File: src/rtl/serial_mag_comp.sv
// Bit-serial unsigned magnitude comparator: streams operand bit pairs MSB first
// to an external 1-bit compare cell and folds its answers into one LT/EQ/GT result.
module serial_mag_comp #(
  parameter int WIDTH      = 8,
  parameter bit EARLY_EXIT = 1'b1
) (
  input  logic             clk,
  input  logic             rst,
  input  logic             start,
  input  logic [WIDTH-1:0] a_in,
  input  logic [WIDTH-1:0] b_in,
  output logic             bit_a,
  output logic             bit_b,
  input  logic             bit_lt,
  input  logic             bit_eq,
  input  logic             bit_gt,
  output logic             busy,
  output logic             done,
  output logic             lt,
  output logic             eq,
  output logic             gt,
  output logic             err
);

  localparam int CW = (WIDTH > 1) ? $clog2(WIDTH) : 1;

  localparam logic [1:0] S_IDLE  = 2'd0;
  localparam logic [1:0] S_SHIFT = 2'd1;
  localparam logic [1:0] S_FIN   = 2'd2;

  localparam logic [1:0] F_NONE = 2'd0;
  localparam logic [1:0] F_LT   = 2'd1;
  localparam logic [1:0] F_GT   = 2'd2;

  logic [1:0]       state_q, state_d;
  logic [WIDTH-1:0] a_sh_q, a_sh_d;
  logic [WIDTH-1:0] b_sh_q, b_sh_d;
  logic [CW-1:0]    cnt_q, cnt_d;
  logic [1:0]       first_q, first_d;
  logic             busy_q, busy_d;
  logic             done_q, done_d;
  logic             lt_q, lt_d;
  logic             eq_q, eq_d;
  logic             gt_q, gt_d;
  logic             err_q, err_d;
  logic [1:0]       bit_dec;
  logic [1:0]       first_next;

  function automatic logic one_hot3(input logic [2:0] v);
    return (v == 3'b001) || (v == 3'b010) || (v == 3'b100);
  endfunction

  // Next-state logic: decode the cell answer (lt beats gt, nothing high means eq)
  always_comb begin
    state_d = state_q;
    a_sh_d  = a_sh_q;
    b_sh_d  = b_sh_q;
    cnt_d   = cnt_q;
    first_d = first_q;
    busy_d  = busy_q;
    done_d  = 1'b0;
    lt_d    = lt_q;
    eq_d    = eq_q;
    gt_d    = gt_q;
    err_d   = err_q;

    if (bit_lt) begin
      bit_dec = F_LT;
    end else if (bit_gt) begin
      bit_dec = F_GT;
    end else begin
      bit_dec = F_NONE;
    end

    if (first_q == F_NONE) begin
      first_next = bit_dec;
    end else begin
      first_next = first_q;
    end

    case (state_q)
      S_IDLE: begin
        if (start) begin
          a_sh_d  = a_in;
          b_sh_d  = b_in;
          cnt_d   = CW'(WIDTH - 1);
          first_d = F_NONE;
          err_d   = 1'b0;
          busy_d  = 1'b1;
          state_d = S_SHIFT;
        end else begin
          state_d = S_IDLE;
        end
      end
      S_SHIFT: begin
        err_d   = err_q | ~one_hot3({bit_lt, bit_eq, bit_gt});
        first_d = first_next;
        a_sh_d  = {a_sh_q[WIDTH-2:0], 1'b0};
        b_sh_d  = {b_sh_q[WIDTH-2:0], 1'b0};
        cnt_d   = cnt_q - CW'(1);
        // The result registers are loaded on the edge into FIN, so they update with done.
        if ((cnt_q == CW'(0)) || (EARLY_EXIT && (bit_dec != F_NONE))) begin
          state_d = S_FIN;
          busy_d  = 1'b0;
          done_d  = 1'b1;
          lt_d    = (first_next == F_LT);
          gt_d    = (first_next == F_GT);
          eq_d    = (first_next == F_NONE);
        end else begin
          state_d = S_SHIFT;
        end
      end
      S_FIN: begin
        state_d = S_IDLE;
      end
      default: begin
        state_d = S_IDLE;
        busy_d  = 1'b0;
      end
    endcase
  end

  // State and output registers with synchronous reset
  always_ff @(posedge clk) begin
    if (rst) begin
      state_q <= S_IDLE;
      a_sh_q  <= '0;
      b_sh_q  <= '0;
      cnt_q   <= '0;
      first_q <= F_NONE;
      busy_q  <= 1'b0;
      done_q  <= 1'b0;
      lt_q    <= 1'b0;
      eq_q    <= 1'b0;
      gt_q    <= 1'b0;
      err_q   <= 1'b0;
    end else begin
      state_q <= state_d;
      a_sh_q  <= a_sh_d;
      b_sh_q  <= b_sh_d;
      cnt_q   <= cnt_d;
      first_q <= first_d;
      busy_q  <= busy_d;
      done_q  <= done_d;
      lt_q    <= lt_d;
      eq_q    <= eq_d;
      gt_q    <= gt_d;
      err_q   <= err_d;
    end
  end

  assign bit_a = (state_q == S_SHIFT) & a_sh_q[WIDTH-1];
  assign bit_b = (state_q == S_SHIFT) & b_sh_q[WIDTH-1];
  assign busy  = busy_q;
  assign done  = done_q;
  assign lt    = lt_q;
  assign eq    = eq_q;
  assign gt    = gt_q;
  assign err   = err_q;

endmodule

File: config.mk
export PLATFORM = sky130hd
export DESIGN_NAME = serial_mag_comp
export DESIGN_NICKNAME = d
export VERILOG_FILES = /design/src/rtl/serial_mag_comp.sv
export SDC_FILE = /design/constraint.sdc
export NUM_CORES = 1
export LEC_CHECK = 0
export BUFFER_PORTS_ARGS = -buffer_cell sky130_fd_sc_hd__buf_4
export CORE_ASPECT_RATIO = 1.5
export CORE_MARGIN = 5
export CORE_UTILIZATION = 50
export CTS_CLUSTER_SIZE = 40
export DETAILED_ROUTE_END_ITERATION = 7
export PLACE_DENSITY = 0.82
export SYNTH_ARGS = -nofsm -noshare
export SYNTH_HDL_FRONTEND = slang
export SYNTH_SLANG_ARGS = --single-unit
File: constraint.sdc
create_clock -name clk -period 1.6 [get_ports clk]
set_input_delay 0.48 -clock clk [delete_from_list [all_inputs] [get_ports clk]]
set_output_delay 0.48 -clock clk [all_outputs]
set_load 0.03 [all_outputs]
==> out/metrics.cfg <==
[critical_path]
cp-end-kind = output pin
crit_fanout = 3
cp_num_buf_inv = 1
worstPathCellList = and2b_2 -> and2_4 -> buf_6
crit_slowest_cell = dfxtp_2
criticalPathCategory = flip-flop to output pin
crit_family = simple AND/OR/NAND/NOR gates
cp.arrival_ns = 1.16
crit_path_start_kind = flip-flop
cp_data_required_time_ns = 1.12
cpPeakStageDelay_ns = 0.34

[finish]
finalNonFillerCells = 203
areaGrowthSynthToFinish_pct = 22.9
layout-drive-gt1-share = 0.257
layout.nets = 202
diodes = 0
fillers = 207

[drt]
drtAntennaViolNets = 0
drt_iter0_markers = 49
drcViolationCount = 0
vias = 1171
wl_per_cell_um = 14.7
dr.pass1.iters = 4
viasPerCell = 5.77
wl_um = 2990

[outcome]
violations = negative setup slack
status = complete, but fails checks

[cts]
cts_tree = yes
insertion_delay_ns = 0.33
cts_root_buf = clkbuf_4
cts_hold_buf = 0
cts_buffers = 5
clk_pin_slew_ns = 0.09
post_cts_buffers = 0
htreeDepth = 2
clk_path_buf_depth = 2
cts_sinks = 29

[place]
dpl.cell_count = 195
io_buffers = 29
pre_cts_ws_ns = 0.0885
place.gp.congestion = 0.791
hpwl_um = 2090

[global_route]
antenna_found_initial = 0
grt_overflow = 0
grt_pass1_vias = 1186
gr-usage-all-layers = 0.175
grt_max_degree = 30
grt_pass1_wl_um = 4890

[sta]
rsz0062_at_grt = true
final-hold-violation-count = 0
slew_headroom = 0.674
fin_crit_ns = 1.64
worst_pin_slew_ns = 0.489
finalCritPeriodShare = 1.02
fin_ws_ns = -0.0374
whs_ns = 0.384
slew_violations = 0
setup_viol = 2
max_freq_ghz = 0.611
worst_clock_skew_ns = 0.00493

[pwr]
power_mw = 1.57
power_density_mw_per_mm2 = 1000
max-vdd-ir-drop_v = 0.000768
total_leakage_power_nw = 0.669

[floorplan]
die-area_sq_mm = 0.00369
core_area_sq_mm = 0.00245
start_util = 0.521
pin_count = 30
die_w_um = 51.3
die_h_um = 71.9
num_rows = 22

[yosys]
yosys.area_share.simple = 0.206
synth_top_family_by_area = compound AO/OA/AOI/OAI gates
yosysSeqAreaShare = 0.454
syn_inst = 148
ys_types = 33
ys_warn_count = 0
synth.net_count = 172
syn_avg_cell_area_sq_um = 8.63
synth_xor_area_frac = 0.00686
synth_compound_area_frac = 0.251
synthMuxAreaShare = 0.00784
ys_seq_elements = 29
synth-adder-area-share = 0.0196
syn_area_sq_mm = 0.00128

[hold_path]
hold_class = input pin to flip-flop

[job]
cap_viol_max_count = 0

cells in the mapped netlist:
| cell | count | share of area |
|---|---|---|
| nor3b_1 | 1 | 0.0059 |
| clkbuf_1 | 2 | 0.0059 |
| a221oi_1 | 2 | 0.014 |
| and2_1 | 2 | 0.0098 |
| buf_2 | 5 | 0.020 |
| a2111o_1 | 1 | 0.0088 |
| nand4b_1 | 1 | 0.0069 |
| a21oi_1 | 20 | 0.078 |
| inv_1 | 4 | 0.012 |
| or4_1 | 1 | 0.0059 |
| a32oi_1 | 2 | 0.014 |
| nand2b_4 | 1 | 0.011 |
| a22oi_1 | 2 | 0.012 |
| nand2b_1 | 3 | 0.015 |
| dfxtp_1 | 29 | 0.45 |
| and2b_1 | 1 | 0.0059 |
| mux2i_1 | 1 | 0.0078 |
| xnor2_1 | 1 | 0.0069 |
| nand2_1 | 16 | 0.047 |
| o221ai_1 | 1 | 0.0069 |
| o21bai_4 | 1 | 0.015 |
| nor3_2 | 1 | 0.0078 |
| o21ba_2 | 1 | 0.0078 |
| nor2_1 | 21 | 0.062 |
| a211oi_1 | 13 | 0.076 |
| nor3_1 | 4 | 0.016 |
| o41ai_1 | 1 | 0.0069 |
| ha_1 | 2 | 0.020 |
| buf_6 | 1 | 0.0088 |
| buf_1 | 1 | 0.0029 |
| buf_4 | 1 | 0.0059 |
| or3b_1 | 2 | 0.014 |
| o21ai_0 | 3 | 0.012 |
metal layers:
| layer | routed length (um) | GRT usage |
|---|---|---|
| met1 | 1170 | 0.180 |
| met2 | 1570 | 0.300 |
| met3 | 195 | 0.0698 |
| met4 | 61 | 0.0904 |
| met5 | 0 | 0 |
layout make-up:
cell class | count | area [sq um] | area share
Timing Repair Buffer | 33 | 255 | 0.163
Inverter | 4 | 15.0 | 0.00956
Tap cell | 24 | 30.0 | 0.0191
Sequential cell | 29 | 582 | 0.371
Multi-Input combinational cell | 105 | 639 | 0.407
Clock buffer | 8 | 48.8 | 0.0311
timing repair:
action	in CTS	in global routing
pin swaps	2	0
gates resized for setup	4	3
gates cloned	0	0
endpoints found under the setup margin	2	6
state kept, by name (all words and copies together) (netlist names):
register  flops
err           1
gt            1
b_sh_q        8
first_q       2
eq            1
lt            1
done          1
cnt_q         3
busy          1
a_sh_q        8
state_q       2
cell families (layout without fill, tap and decap cells):
group / count (synthesis) / after routing
and+or+nand+nor: 54 / 54
AOI/OAI and AO/OA: 47 / 47
DFF: 29 / 29
buffers and inverters: 14 / 45
adders and majority gates: 2 / 2
xor gates and xnor gates: 1 / 1
muxes: 1 / 1
metrics by stage:
step,TNS [ns],utilization,cell area [sq um]
floorplan,0,-,1280
global placement,0,0.612,1500
detailed placement,0,0.612,1500
CTS,-0.0775,0.637,1560
global route,-0.189,0.641,1570
finish,-0.0736,0.641,1570
cells in the final DEF (no fill, tap or decap):
master / count
dfxtp_2: 1
o21ai_0: 3
or3b_1: 2
clkbuf_4: 5
o21ba_2: 1
xnor2_1: 1
nand4b_1: 1
o41ai_1: 1
o21bai_4: 1
a22oi_1: 2
buf_4: 31
mux2i_1: 1
a21oi_1: 20
buf_6: 2
nor3_4: 1
nand2b_1: 3
a221oi_1: 2
and2b_2: 1
nor2_1: 21
a32oi_1: 2
clkbuf_1: 3
inv_1: 4
nor3b_1: 1
nand2b_4: 1
ha_1: 2
nor3_1: 4
o221ai_1: 1
a2111o_1: 1
nand2_1: 16
a211oi_1: 13
and2_4: 2
dfxtp_1: 28
or4_1: 1
worst paths after layout:
path	from	to	slack, ns	cells past startpoint
setup / recovery	state_q[1]	bit_a	-0.04	3
setup reg to reg	cnt_q[0]	lt	0.07	6
hold reg to reg	err	err	0.46	2
hold / removal	b_in[0]	b_sh_q[0]	0.38	3
where the power goes:
part,internal (mW),switching (mW)
clock,0.175,0.252
sequential,0.784,0.0315
combinational,0.145,0.185
total,1.10,0.469
worst register-to-register path: cells and delay by family (launching register included):
family | cells | cell delay, ns
AO/OA/AOI/OAI | 1 | 0.15
buffers and inverters | 1 | 0.07
AND/OR/NAND/NOR | 2 | 0.54
flip-flops | 1 | 0.33
adder cells (fa/ha/maj) | 2 | 0.38
(Power assumes the default switching activity.)
